**src/rtl/instruction_pkg.sv**
```systemverilog
// Shared definitions for the instruction encoder: opcodes, formats,
// field widths, the stage-1 field bundle and the opcode classifier.
package instruction_pkg;

  localparam int OP_W   = 7;
  localparam int F3_W   = 3;
  localparam int F7_W   = 7;
  localparam int REG_W  = 5;
  localparam int IMM_W  = 32;
  localparam int INST_W = 32;

  localparam logic [OP_W-1:0] OP_R      = 7'b0110011;
  localparam logic [OP_W-1:0] OP_R32    = 7'b0111011;
  localparam logic [OP_W-1:0] OP_IMM    = 7'b0010011;
  localparam logic [OP_W-1:0] OP_IMM32  = 7'b0011011;
  localparam logic [OP_W-1:0] OP_LOAD   = 7'b0000011;
  localparam logic [OP_W-1:0] OP_JALR   = 7'b1100111;
  localparam logic [OP_W-1:0] OP_SYSTEM = 7'b1110011;
  localparam logic [OP_W-1:0] OP_STORE  = 7'b0100011;
  localparam logic [OP_W-1:0] OP_BRANCH = 7'b1100011;
  localparam logic [OP_W-1:0] OP_LUI    = 7'b0110111;
  localparam logic [OP_W-1:0] OP_AUIPC  = 7'b0010111;
  localparam logic [OP_W-1:0] OP_JAL    = 7'b1101111;

  localparam logic [INST_W-1:0] NOP = 32'h00000013;

  typedef enum logic [2:0] {
    FMT_R,
    FMT_I,
    FMT_S,
    FMT_B,
    FMT_U,
    FMT_J,
    FMT_ILL
  } fmt_e;

  typedef struct packed {
    logic [OP_W-1:0]  op;
    logic [F3_W-1:0]  f3;
    logic [F7_W-1:0]  f7;
    logic [REG_W-1:0] rs1;
    logic [REG_W-1:0] rs2;
    logic [REG_W-1:0] rd;
    logic [IMM_W-1:0] imm;
  } fields_t;

  function automatic fmt_e op_fmt(
    input logic [OP_W-1:0] op
  );
    fmt_e f;
    case (op)
      OP_R, OP_R32:        f = FMT_R;
      OP_IMM, OP_IMM32,
      OP_LOAD, OP_JALR,
      OP_SYSTEM:           f = FMT_I;
      OP_STORE:            f = FMT_S;
      OP_BRANCH:           f = FMT_B;
      OP_LUI, OP_AUIPC:    f = FMT_U;
      OP_JAL:              f = FMT_J;
      default:             f = FMT_ILL;
    endcase
    return f;
  endfunction

endpackage

```
**src/rtl/instruction_imm_packer.sv**
```systemverilog
// Combinational packer: format + fields -> 32-bit word, plus overflow
// flag when INSTRUCTION_ENCODER_IMM_CHECK_EN is defined (else tied 0).
// Ports: i_fmt, i_f (field bundle) -> o_word, o_ovf.
module instruction_imm_packer
  import instruction_pkg::*;
(
  input  fmt_e              i_fmt,
  input  fields_t           i_f,
  output logic [INST_W-1:0] o_word,
  output logic              o_ovf
);

  logic [IMM_W-1:0] w_imm;
  assign w_imm = i_f.imm;

  always_comb begin
    o_word = NOP;
    unique case (i_fmt)
      FMT_R: o_word = {i_f.f7, i_f.rs2, i_f.rs1,
                       i_f.f3, i_f.rd, i_f.op};
      FMT_I: o_word = {w_imm[11:0], i_f.rs1,
                       i_f.f3, i_f.rd, i_f.op};
      FMT_S: o_word = {w_imm[11:5], i_f.rs2, i_f.rs1,
                       i_f.f3, w_imm[4:0], i_f.op};
      FMT_B: o_word = {w_imm[12], w_imm[10:5],
                       i_f.rs2, i_f.rs1, i_f.f3,
                       w_imm[4:1], w_imm[11], i_f.op};
      FMT_U: o_word = {w_imm[31:12], i_f.rd, i_f.op};
      FMT_J: o_word = {w_imm[20], w_imm[10:1],
                       w_imm[11], w_imm[19:12],
                       i_f.rd, i_f.op};
      default: o_word = NOP;
    endcase
  end

`ifdef INSTRUCTION_ENCODER_IMM_CHECK_EN
  // An immediate fits when every bit above the field's sign bit
  // repeats that sign bit.
  logic w_fit12, w_fit13, w_fit21;
  assign w_fit12 = (w_imm[31:11] == {21{w_imm[11]}});
  assign w_fit13 = (w_imm[31:12] == {20{w_imm[12]}});
  assign w_fit21 = (w_imm[31:20] == {12{w_imm[20]}});

  always_comb begin
    o_ovf = 1'b0;
    unique case (i_fmt)
      FMT_I, FMT_S: o_ovf = !w_fit12;
      FMT_B:        o_ovf = !w_fit13 || w_imm[0];
      FMT_J:        o_ovf = !w_fit21 || w_imm[0];
      FMT_U:        o_ovf = (w_imm[11:0] != 12'd0);
      default:      o_ovf = 1'b0;
    endcase
  end
`else
  assign o_ovf = 1'b0;
`endif

endmodule

```
**src/rtl/instruction_encoder.sv**
```systemverilog
// Two-stage valid/ready encoder: decoded RV64I fields in, raw word with
// byte address, illegal and imm_overflow flags out.
// Ports: clk, reset_n, restart, in_valid/in_ready + fields in,
// out_valid/out_ready, instruction, inst_addr, illegal, imm_overflow.
// Optional check: INSTRUCTION_ENCODER_IMM_CHECK_EN.
module instruction_encoder
  import instruction_pkg::*;
#(
  parameter int unsigned          WORDSIZE  = 64,
  parameter int unsigned          SIZE      = 32,
  parameter logic [WORDSIZE-1:0]  BASE_ADDR = '0
) (
  input  logic                clk,
  input  logic                reset_n,
  input  logic                restart,
  input  logic                in_valid,
  output logic                in_ready,
  input  logic [OP_W-1:0]     op_code,
  input  logic [F3_W-1:0]     funct3,
  input  logic [F7_W-1:0]     funct7,
  input  logic [REG_W-1:0]    rs1,
  input  logic [REG_W-1:0]    rs2,
  input  logic [REG_W-1:0]    rd,
  input  logic [IMM_W-1:0]    imm,
  output logic                out_valid,
  input  logic                out_ready,
  output logic [SIZE-1:0]     instruction,
  output logic [WORDSIZE-1:0] inst_addr,
  output logic                illegal,
  output logic                imm_overflow
);

  logic w_s2_can_load;
  logic w_in_fire;
  fields_t w_in_f;
  logic [INST_W-1:0] w_word;
  logic w_ovf;

  logic r_s1_valid;
  fields_t r_s1_f;
  fmt_e r_s1_fmt;
  logic [WORDSIZE-1:0] r_s1_addr;
  logic [WORDSIZE-1:0] r_addr;

  logic r_out_valid;
  logic [SIZE-1:0] r_instr;
  logic [WORDSIZE-1:0] r_inst_addr;
  logic r_illegal;
  logic r_ovf;

  assign w_s2_can_load = !r_out_valid || out_ready;
  assign in_ready = !r_s1_valid || w_s2_can_load;
  assign w_in_fire = in_valid && in_ready;

  assign w_in_f = '{
    op:  op_code,
    f3:  funct3,
    f7:  funct7,
    rs1: rs1,
    rs2: rs2,
    rd:  rd,
    imm: imm
  };

  // Restart wins over increment; the word accepted this
  // cycle has already latched the old address.
  always_ff @(posedge clk or negedge reset_n) begin
    if (!reset_n) begin
      r_addr <= BASE_ADDR;
    end else if (restart) begin
      r_addr <= BASE_ADDR;
    end else if (w_in_fire) begin
      r_addr <= r_addr + WORDSIZE'(4);
    end
  end

  always_ff @(posedge clk or negedge reset_n) begin
    if (!reset_n) begin
      r_s1_valid <= 1'b0;
      r_s1_f     <= '0;
      r_s1_fmt   <= FMT_ILL;
      r_s1_addr  <= '0;
    end else if (w_in_fire) begin
      r_s1_valid <= 1'b1;
      r_s1_f     <= w_in_f;
      r_s1_fmt   <= op_fmt(op_code);
      r_s1_addr  <= r_addr;
    end else if (w_s2_can_load) begin
      r_s1_valid <= 1'b0;
    end
  end

  instruction_imm_packer u_packer (
    .i_fmt  (r_s1_fmt),
    .i_f    (r_s1_f),
    .o_word (w_word),
    .o_ovf  (w_ovf)
  );

  // Payload only moves when stage 2 may load, so it
  // holds steady under backpressure.
  always_ff @(posedge clk or negedge reset_n) begin
    if (!reset_n) begin
      r_out_valid <= 1'b0;
      r_instr     <= '0;
      r_inst_addr <= '0;
      r_illegal   <= 1'b0;
      r_ovf       <= 1'b0;
    end else if (w_s2_can_load) begin
      r_out_valid <= r_s1_valid;
      if (r_s1_valid) begin
        r_instr     <= w_word;
        r_inst_addr <= r_s1_addr;
        r_illegal   <= (r_s1_fmt == FMT_ILL);
        r_ovf       <= w_ovf;
      end
    end
  end

  assign out_valid    = r_out_valid;
  assign instruction  = r_instr;
  assign inst_addr    = r_inst_addr;
  assign illegal      = r_illegal;
  assign imm_overflow = r_ovf;

endmodule
```
**config.mk**
```make
export PLATFORM = sky130hd
export DESIGN_NAME = instruction_encoder
export DESIGN_NICKNAME = d
export VERILOG_FILES = /design/src/rtl/instruction_pkg.sv /design/src/rtl/instruction_imm_packer.sv /design/src/rtl/instruction_encoder.sv
export SDC_FILE = /design/constraint.sdc
export NUM_CORES = 1
export LEC_CHECK = 0
export ABC_AREA = 0
export BUFFER_PORTS_ARGS = -buffer_cell sky130_fd_sc_hd__buf_4
export CAP_MARGIN = 5
export CORE_ASPECT_RATIO = 0.8
export CORE_MARGIN = 2
export CORE_UTILIZATION = 60
export CTS_BUF_LIST = sky130_fd_sc_hd__clkbuf_8 sky130_fd_sc_hd__clkbuf_16
export CTS_CLUSTER_DIAMETER = 100
export DETAILED_ROUTE_END_ITERATION = 6
export PLACE_DENSITY = 0.83
export SLEW_MARGIN = 0
export SYNTH_ARGS = -nofsm -noshare
export SYNTH_HDL_FRONTEND = slang
export SYNTH_HIERARCHICAL = 1
export SYNTH_SLANG_ARGS = --single-unit
```
**constraint.sdc**
```tcl
create_clock -name clk -period 3.7 [get_ports clk]
set_clock_uncertainty 0.15 [all_clocks]
set_input_delay 0.555 -clock clk [delete_from_list [all_inputs] [get_ports clk]]
set_output_delay 0.555 -clock clk [all_outputs]
set_load 0.02 [all_outputs]
```
# == After elaboration in Yosys (flattened, before gate mapping) ==
# Index checks and enable logic that the tools add are counted.
# word_totals
out_inout_bits,100
register_bits,294
inputBits,69
# op_classes
muxes,6
reduce_logical,12
add_sub_neg,1
eq_ne,18
# ops
operator,count
32-bit case mux with 6 select lines,1
64-bit two-way mux,2
64-bit by 3-bit adder with 64-bit output (second input constant),1
7-bit by 6-bit == test with 1-bit output (second input constant),4
7-bit == test (second input constant),4
7-bit by 5-bit == test with 1-bit output (second input constant),3
3-bit case mux with 6 select lines,1
3-bit == test (second input constant),3
7-bit by 2-bit == test with 1-bit output (second input constant),1
3-bit by 2-bit == test with 1-bit output (second input constant),2
5-bit OR reduction,1
2-bit nonzero test,2
2-bit OR reduction,2
3-bit by 1-bit == test with 1-bit output (second input constant),1
3-bit logical NOT,1
1-bit logical NOT,2
1-bit logical OR,2
1-bit two-way mux,2
2-bit AND reduction,1
1-bit logical AND,1

# == Depth between registers and ports, before layout ==
# Gate-level depths: netlist of the first run.
# depth
word_depth,6
depth_mapped,9
mapped_depth_nobuf,6

# == Cells and area by module ==
# The synthesis of the first run kept the hierarchy.
# modules_own_cells
mod,cells_each,area_per_inst_um2,seq_area_each_um2,instances
instruction_encoder,1117,11773.8,7234.4,1
instruction_imm_packer,90,570.5,0.0,1

# == Worst setup path before layout of the first run ==
# OpenSTA, ideal clock, no wires.
# synth_timing
path_type,input-to-reg
start,input port out_ready
end,register r_s1_addr[10]
path_slack_ns,1.366
required_ns,3.485
n_path_buf,4
t_arrival_ns,2.118
path_stages,9
cell_sequence,and3b_1 -> buf_2 -> inv_1 -> and2_1 -> clkbuf_1 -> clkbuf_1 -> clkbuf_1 -> nand2_1 -> nand2_1
# synth_via
elab_chain_len,3
# synth_lines
item,line_no,rtl
"start, declared",instruction_encoder.sv:26,"input logic out_ready,"
1-bit logical OR,instruction_encoder.sv:51,assign w_s2_can_load = !r_out_valid || out_ready;
1-bit logical OR,instruction_encoder.sv:52,assign in_ready = !r_s1_valid || w_s2_can_load;
via in_ready,instruction_encoder.sv:17,"output logic in_ready,"
1-bit logical AND,instruction_encoder.sv:53,assign w_in_fire = in_valid && in_ready;
"end signal, assigned",instruction_encoder.sv:87,r_s1_addr <= r_addr;
"end, declared",instruction_encoder.sv:42,logic [WORDSIZE-1:0] r_s1_addr;
# The timed path passes the listed nets, and every way through them passes these cells.
# A chain may end at the register's enable or synchronous reset.

# == Final worst setup path of the first run ==
# layout_timing
start,register r_addr[32]
end,register r_addr[58]
# layout_via
elab_chain_len,3
# layout_lines
item,line_no,rtl
"start, declared",instruction_encoder.sv:43,logic [WORDSIZE-1:0] r_addr;
"start signal, assigned",instruction_encoder.sv:73,r_addr <= r_addr + WORDSIZE'(4);
64-bit by 3-bit adder with 64-bit output,instruction_encoder.sv:73,
64-bit two-way mux,instruction_encoder.sv:72,end else if (w_in_fire) begin
64-bit two-way mux,instruction_encoder.sv:70,end else if (restart) begin
# No other way between the ends. The select of a mux whose other input is x is not followed.

==> impl_metrics.env, run 1 <==
export IMPL_max_freq_ghz=0.393
export IMPL_busiest_layer="met2"
export IMPL_rr_worst_depth=5
export IMPL_hold_path_depth=3
export IMPL_leakage_nw=7.60
export IMPL_yosys_warnings=6
export IMPL_grt_pass1_wl_mm=46.2
export IMPL_critPathLaunchType="flip-flop"
export IMPL_combPwrFrac=0.098
export IMPL_synth_top_family_by_area="simple AND/OR/NAND/NOR gates"
export IMPL_syn_mean_instance_area_um2=10.2
export IMPL_cap_viol_max_count=0
export IMPL_overflow=0
export IMPL_cts_resized=0
export IMPL_fin_crit_sh=0.688
export IMPL_cts_sinks=289
export IMPL_synth_cell_area_um2=12300
export IMPL_timing_critical_path_from="r_addr[32]"
export IMPL_nNetsFinal=1426
export IMPL_hold_slack_ns=0.0568
export IMPL_rows=46
export IMPL_grt_pass1_vias=9100
export IMPL_place_gp_congestion=0.883
export IMPL_hold_path_class="input port to flip-flop"
export IMPL_worst_pin_slew_ns=1.04
export IMPL_cts_buffer_depth=3
export IMPL_wl_per_cell_um=17.1
export IMPL_synth_simple_gate_area_frac=0.212
export IMPL_postLayoutCoreUtil=0.741
export IMPL_drt_first_pass_iters=5
export IMPL_diodes=0
export IMPL_die_w_um=164
export IMPL_core_area_um2=20000
export IMPL_antenna_found_initial=0
export IMPL_clock_latency_ns=0.54
export IMPL_rr_endpoint="r_addr[58]"
export IMPL_wirelength_mm=28.0
export IMPL_drc_errors=0
export IMPL_synthArstFlopShare=1.00
export IMPL_tns_ns=0
export IMPL_cpMaxStageDelayCell="nor4_4"
export IMPL_numCtsBuffers=28
export IMPL_ys_seq_area_frac=0.586
export IMPL_hold_end="r_s1_f[48]"
export IMPL_die_y_um=132
export IMPL_met1_usage=0.384
export IMPL_synth_fa_ha_area_frac=0.00101
export IMPL_drt_iter0_drc=848
export IMPL_netlist_instances=1207
export IMPL_switching_power_mw=1.70
export IMPL_io_pins=169
export IMPL_ant_nets=0
export IMPL_root_buffer="clkbuf_16"
export IMPL_seqPwrFrac=0.485
export IMPL_slew_viol_final=0
export IMPL_area_delta_synth_final_pct=19.9
export IMPL_fillers=1356
export IMPL_clk_pin_slew_ns=0.06
export IMPL_p_int_mw=5.35
export IMPL_synth_mux_area_frac=0.0929
export IMPL_cpPeakStageDelay_ns=0.51
export IMPL_portBuffers=166
export IMPL_endpoint_kind="flip-flop"
export IMPL_cts_tree="built"
export IMPL_required_ns=4.01
export IMPL_routed_via_density=5.67
export IMPL_rsz0062_at_grt="false"
export IMPL_synth_compound_area_share=0.0545
export IMPL_critPathKind="flip-flop to flip-flop"
export IMPL_dp_hpwl_mm=18.2
export IMPL_finalHoldViolCount=0
export IMPL_synthFlopType="dfrtp_1"
export IMPL_grt_max_degree=100
export IMPL_vdd_ir_drop_max_mv=0.313
export IMPL_clkPwrFrac=0.417
export IMPL_synthXorXnorAreaFrac=0.0263
export IMPL_status="completed"
export IMPL_slew_headroom=0.299
export IMPL_fin_crit_ns=2.55
export IMPL_r2r_start="r_addr[32]"
export IMPL_synth_distinct_cells=52
export IMPL_cts_htree_levels=1
export IMPL_p_per_area_nw_per_um2=476
export IMPL_setup_viol=0
export IMPL_holdCritStartpoint="funct7[1]"
export IMPL_swShare=0.241
export IMPL_grtUsageMet2=0.411
export IMPL_drive_above_1_share=0.247
export IMPL_arrival_ns=2.85
export IMPL_start_util=0.618
export IMPL_ff2ff_setup_slack_ns=1.15
export IMPL_dieArea_um2=21700
export IMPL_grt_usage=0.263
export IMPL_crit_chain="nand3_1 -> nor4_4 -> nand4_1 -> or3_1 -> a21oi_1"
export IMPL_met3_usage=0.0456
export IMPL_crit_path_max_fanout=10
export IMPL_synth_seq_cells=289
export IMPL_synth_edff_count=0
export IMPL_vias=9290
==> state kept, by name (all words and copies together) (netlist names) <==
signal        flops
r_s1_valid        1
imm_overflow      1
r_s1_fmt          3
instruction      32
r_s1_f           64
out_valid         1
inst_addr        62
illegal           1
r_s1_addr        62
r_addr           62
==> power by group through the flow <==
stage | Combinational [mW] | Clock (mW) | Sequential (mW)
finish | 0.691 | 2.94 | 3.42
global route | 0.763 | 3.12 | 3.44
CTS | 0.698 | 2.98 | 3.42
detailed placement | 0.691 | 0 | 3.47
global placement | 0.674 | 0 | 3.47
floorplan | 0.351 | 0 | 3.50
==> logic make-up after synthesis <==
group                      Yosys count
and+or+nand+nor                    586
DFF                                289
AOI/OAI and AO/OA                  109
muxes                              102
buffers and inverters               81
xor gates and xnor gates            37
other                                2
adders and majority gates            1
==> critical path, delay by kind of cell (launching register included) <==
family	cells	cell delay (ns)
and+or+nand+nor	4	1.70
DFF	1	0.46
AOI/OAI and AO/OA	1	0.15
==> repair_timing <==
item | in CTS | in global routing
endpoints found under the hold margin | 93 | 0
hold buffers | 1 | 0
setup buffers | 0 | 0
==> stage by stage <==
stage	instance area [um^2]	std cells	total power [mW]	setup slack (ns)
floorplan	12300	1208	3.85	1.37
global placement	13800	1589	4.14	1.09
detailed placement	13800	1589	4.17	1.08
CTS	14800	1639	7.10	1.19
global route	14800	1639	7.32	1.02
finish	14800	1639	7.05	1.15
==> per-layer routing <==
metal | wire, um | up-vias
li1 | - | 4317
met1 | 12300 | 4566
met2 | 13100 | 351
met3 | 1930 | 56
met4 | 732 | 0
met5 | 0 | -
==> synth_stat cells (4+ instances only) <==
library cell    n  area, um^2
o31ai_1         7        52.6
buf_2           7        35.0
mux2i_1         4        40.0
nor2b_1         4        25.0
buf_1           8        30.0
nand4_1        23         144
clkbuf_1       42         158
nor3_1          8        40.0
dfrtp_1       287        7180
and3_1          5        31.3
a21oi_1        25         125
xor2_1         29         254
nand2b_1        7        43.8
inv_1          19        71.3
o2bb2ai_1       4        35.0
or4_1           8        60.1
nand3_1        27         135
o21ai_0        29         145
or3_1          16         100
nor2_1         55         206
a22o_1          6        52.6
o21ai_1         9        45.0
nand2_1       404        1520
and2_1          5        31.3
a22oi_1        16         120
mux2_2         96        1080
xnor2_1         8        70.1
o22ai_1         6        37.5
==> how the worst max path moves through the flow <==
stage	endpoint	slack [ns]
global route	r_addr[53]	1.02
global placement	r_addr[62]	1.09
floorplan	r_s1_addr[10]	1.37
detailed placement	r_addr[63]	1.08
CTS	r_addr[63]	1.19
finish	r_addr[58]	1.15
==> cell usage in the layout, fill, tap and decap left out, drive strengths merged, types with 3 or more instances in the layout <==
| cell type | count |
|---|---|
| nand4 | 27 |
| inv | 25 |
| clkbuf | 36 |
| a22o | 6 |
| nor2 | 55 |
| and3 | 5 |
| clkinv | 4 |
| or4 | 8 |
| mux2 | 98 |
| nor2b | 4 |
| nand2 | 404 |
| o31ai | 7 |
| buf | 178 |
| o2bb2ai | 4 |
| mux2i | 4 |
| o22ai | 6 |
| nand3 | 29 |
| nand4b | 3 |
| xnor2 | 8 |
| o21ai | 38 |
| dfrtp | 287 |
| o22a | 3 |
| bufinv | 3 |
| a22oi | 16 |
| and2 | 5 |
| a21oi | 26 |
| nor4 | 7 |
| xor2 | 29 |
| nor3 | 11 |
| or3 | 16 |
| conb | 3 |
| nand2b | 7 |
==> area by class of cell <==
class / count / area, um^2 / area share
clock buffers: 36 / 822 / 0.0555
clock inverters: 13 / 136 / 0.00921
inverters: 20 / 75.1 / 0.00507
multi-input cells: 838 / 4800 / 0.324
flip-flops and latches: 289 / 7230 / 0.489
well taps: 264 / 330 / 0.0223
repair buffers: 179 / 1400 / 0.0948
Note: power is estimated with default switching activity, not from simulation.
==> inputs of run 2 (changes only) <==
- CORE_UTILIZATION: 60 -> 57
- PLACE_DENSITY: 0.83 -> 0.79
- clock period: 3.7 -> 2.7 ns (I/O delays scaled with it)
==> impl_metrics.env, run 2 (synthesized netlist as in run 1, its figures left out) <==
export IMPL_vias=9773
export IMPL_holdBufCountCts=65
export IMPL_crit_path_max_fanout=10
export IMPL_top_register="r_s1_f"
export IMPL_die_y_um=136
export IMPL_slew_viol_final=0
export IMPL_endpoint_kind="flip-flop"
export IMPL_antenna_found_initial=2
export IMPL_critPathLaunchType="flip-flop"
export IMPL_area_delta_synth_final_pct=27.0
export IMPL_cts_buffer_depth=3
export IMPL_grt_pass1_vias=9753
export IMPL_r2r_start="r_addr[2]"
export IMPL_grt_usage=0.264
export IMPL_die_w_um=169
export IMPL_rr_endpoint="r_addr[46]"
export IMPL_critPathKind="flip-flop to flip-flop"
export IMPL_routed_via_density=5.62
export IMPL_rr_worst_depth=6
export IMPL_core_area_um2=21400
export IMPL_mostFrequentLayoutCells="nand2_1 (402), dfrtp_1 (287), buf_4 (189)"
export IMPL_grt_pass1_wl_mm=48.8
export IMPL_arrival_ns=2.77
export IMPL_fin_crit_sh=0.911
export IMPL_drt_first_pass_iters=5
export IMPL_dp_hpwl_mm=19.3
export IMPL_finalHoldViolCount=0
export IMPL_setup_viol=0
export IMPL_layout_commonest_cell="nand2_1"
export IMPL_drc_errors=0
export IMPL_ff2ff_setup_slack_ns=0.24
export IMPL_io_pins=169
export IMPL_cap_viol_max_count=0
export IMPL_start_util=0.576
export IMPL_cts_tree="built"
export IMPL_clk_pin_slew_ns=0.06
export IMPL_root_buffer="clkbuf_16"
export IMPL_post_cts_setup_buffers=0
export IMPL_largest_register_ffs=64
export IMPL_holdCritStartpoint="op_code[5]"
export IMPL_clock_latency_ns=0.55
export IMPL_dieArea_um2=22900
export IMPL_overflow=0
export IMPL_drt_iter0_drc=961
export IMPL_portBuffers=166
export IMPL_hold_path_class="input port to flip-flop"
export IMPL_vdd_ir_drop_max_mv=0.505
export IMPL_slew_headroom=0.437
export IMPL_nNetsFinal=1511
export IMPL_power_mw=9.79
export IMPL_wl_per_cell_um=17.3
export IMPL_leakage_nw=8.00
export IMPL_cts_sinks=289
export IMPL_rows=48
export IMPL_hold_path_depth=3
export IMPL_required_ns=3.00
export IMPL_wirelength_mm=30.1
export IMPL_crit_chain="ha_1 -> nand3_1 -> nor4_2 -> nand3_2 -> or4_1 -> a21oi_1"
export IMPL_fin_crit_ns=2.46
export IMPL_worst_pin_slew_ns=0.843
export IMPL_cpPeakStageDelay_ns=0.54
export IMPL_grt_max_degree=75
export IMPL_numCtsBuffers=28
export IMPL_drive_above_1_share=0.246
export IMPL_cts_resized=0
export IMPL_tns_ns=0
export IMPL_status="completed"
export IMPL_cpMaxStageDelayCell="or4_1"
export IMPL_p_per_area_nw_per_um2=625
export IMPL_cts_htree_levels=1
export IMPL_ant_nets=0
export IMPL_rsz0062_at_grt="false"
export IMPL_hold_end="r_s1_f[62]"
export IMPL_max_freq_ghz=0.406
export IMPL_place_gp_congestion=0.871
[run 2: cell count changes in the layout (fill, tap and decap cells not counted)]
cell	change
clkbuf_8	-1
inv_1	+2
buf_4	+16
dlygate4sd3_1	+64
diode_2	+2
clkinv_4	+1
buf_12	+5
clkinvlp_4	-1
[run 2: per-stage QoR]
step                      hold slack [ns]  utilization  instances  cell area, um^2  setup slack, ns
after global placement              0.269        0.656       1621            14100            0.327
final                              0.0167        0.731       1738            15700            0.239
after detailed placement            0.269        0.656       1621            14100            0.279
after CTS                          0.0159        0.731       1736            15700            0.250
after global routing               0.0487        0.731       1738            15700            0.119
after floorplan                   -0.0406            -       1208            12300            0.444
[run 2: worst max path at each step]
stage                     cells after the start  slack [ns]      start       endpoint
after floorplan                               9        0.44  out_valid  r_s1_addr[10]
after global placement                        6        0.33  out_ready     r_addr[62]
after detailed placement                      6        0.28  out_ready     r_addr[62]
after CTS                                     6        0.25  r_addr[2]     r_addr[46]
after global routing                          6        0.12  r_addr[2]     r_addr[62]
final                                         6        0.24  r_addr[2]     r_addr[46]
[run 2: per-layer routing]
| layer | GRT usage | vias up | share of wire |
|---|---|---|---|
| li1 | - | 4493 | - |
| met1 | 0.369 | 4854 | 0.44 |
| met2 | 0.424 | 352 | 0.46 |
| met3 | 0.0429 | 74 | 0.062 |
| met4 | 0.0953 | 0 | 0.034 |
| met5 | 0 | - | 0 |
[run 2: layout make-up]
| type | count | area [um^2] |
|---|---|---|
| diodes | 2 | 5.00 |
| clock buffers | 35 | 808 |
| clock inverters | 15 | 145 |
| inverters | 20 | 75.1 |
| well taps | 275 | 344 |
| repair buffers | 264 | 2260 |
| flip-flops and latches | 289 | 7230 |
| multi-input cells | 838 | 4800 |
| fillers | 1447 | 5760 |
[run 2: critical path, delay by kind of cell, from the launching register on]
kind	cells	cell delay (ns)
AOI/OAI and AO/OA	1	0.19
adders and majority gates	1	0.21
DFF	1	0.42
and+or+nand+nor	4	1.41
[run 2: power breakdown]
group	internal, mW	switching [mW]	total (mW)
clock	2.38	1.64	4.02
sequential	4.54	0.152	4.69
combinational	0.473	0.611	1.08
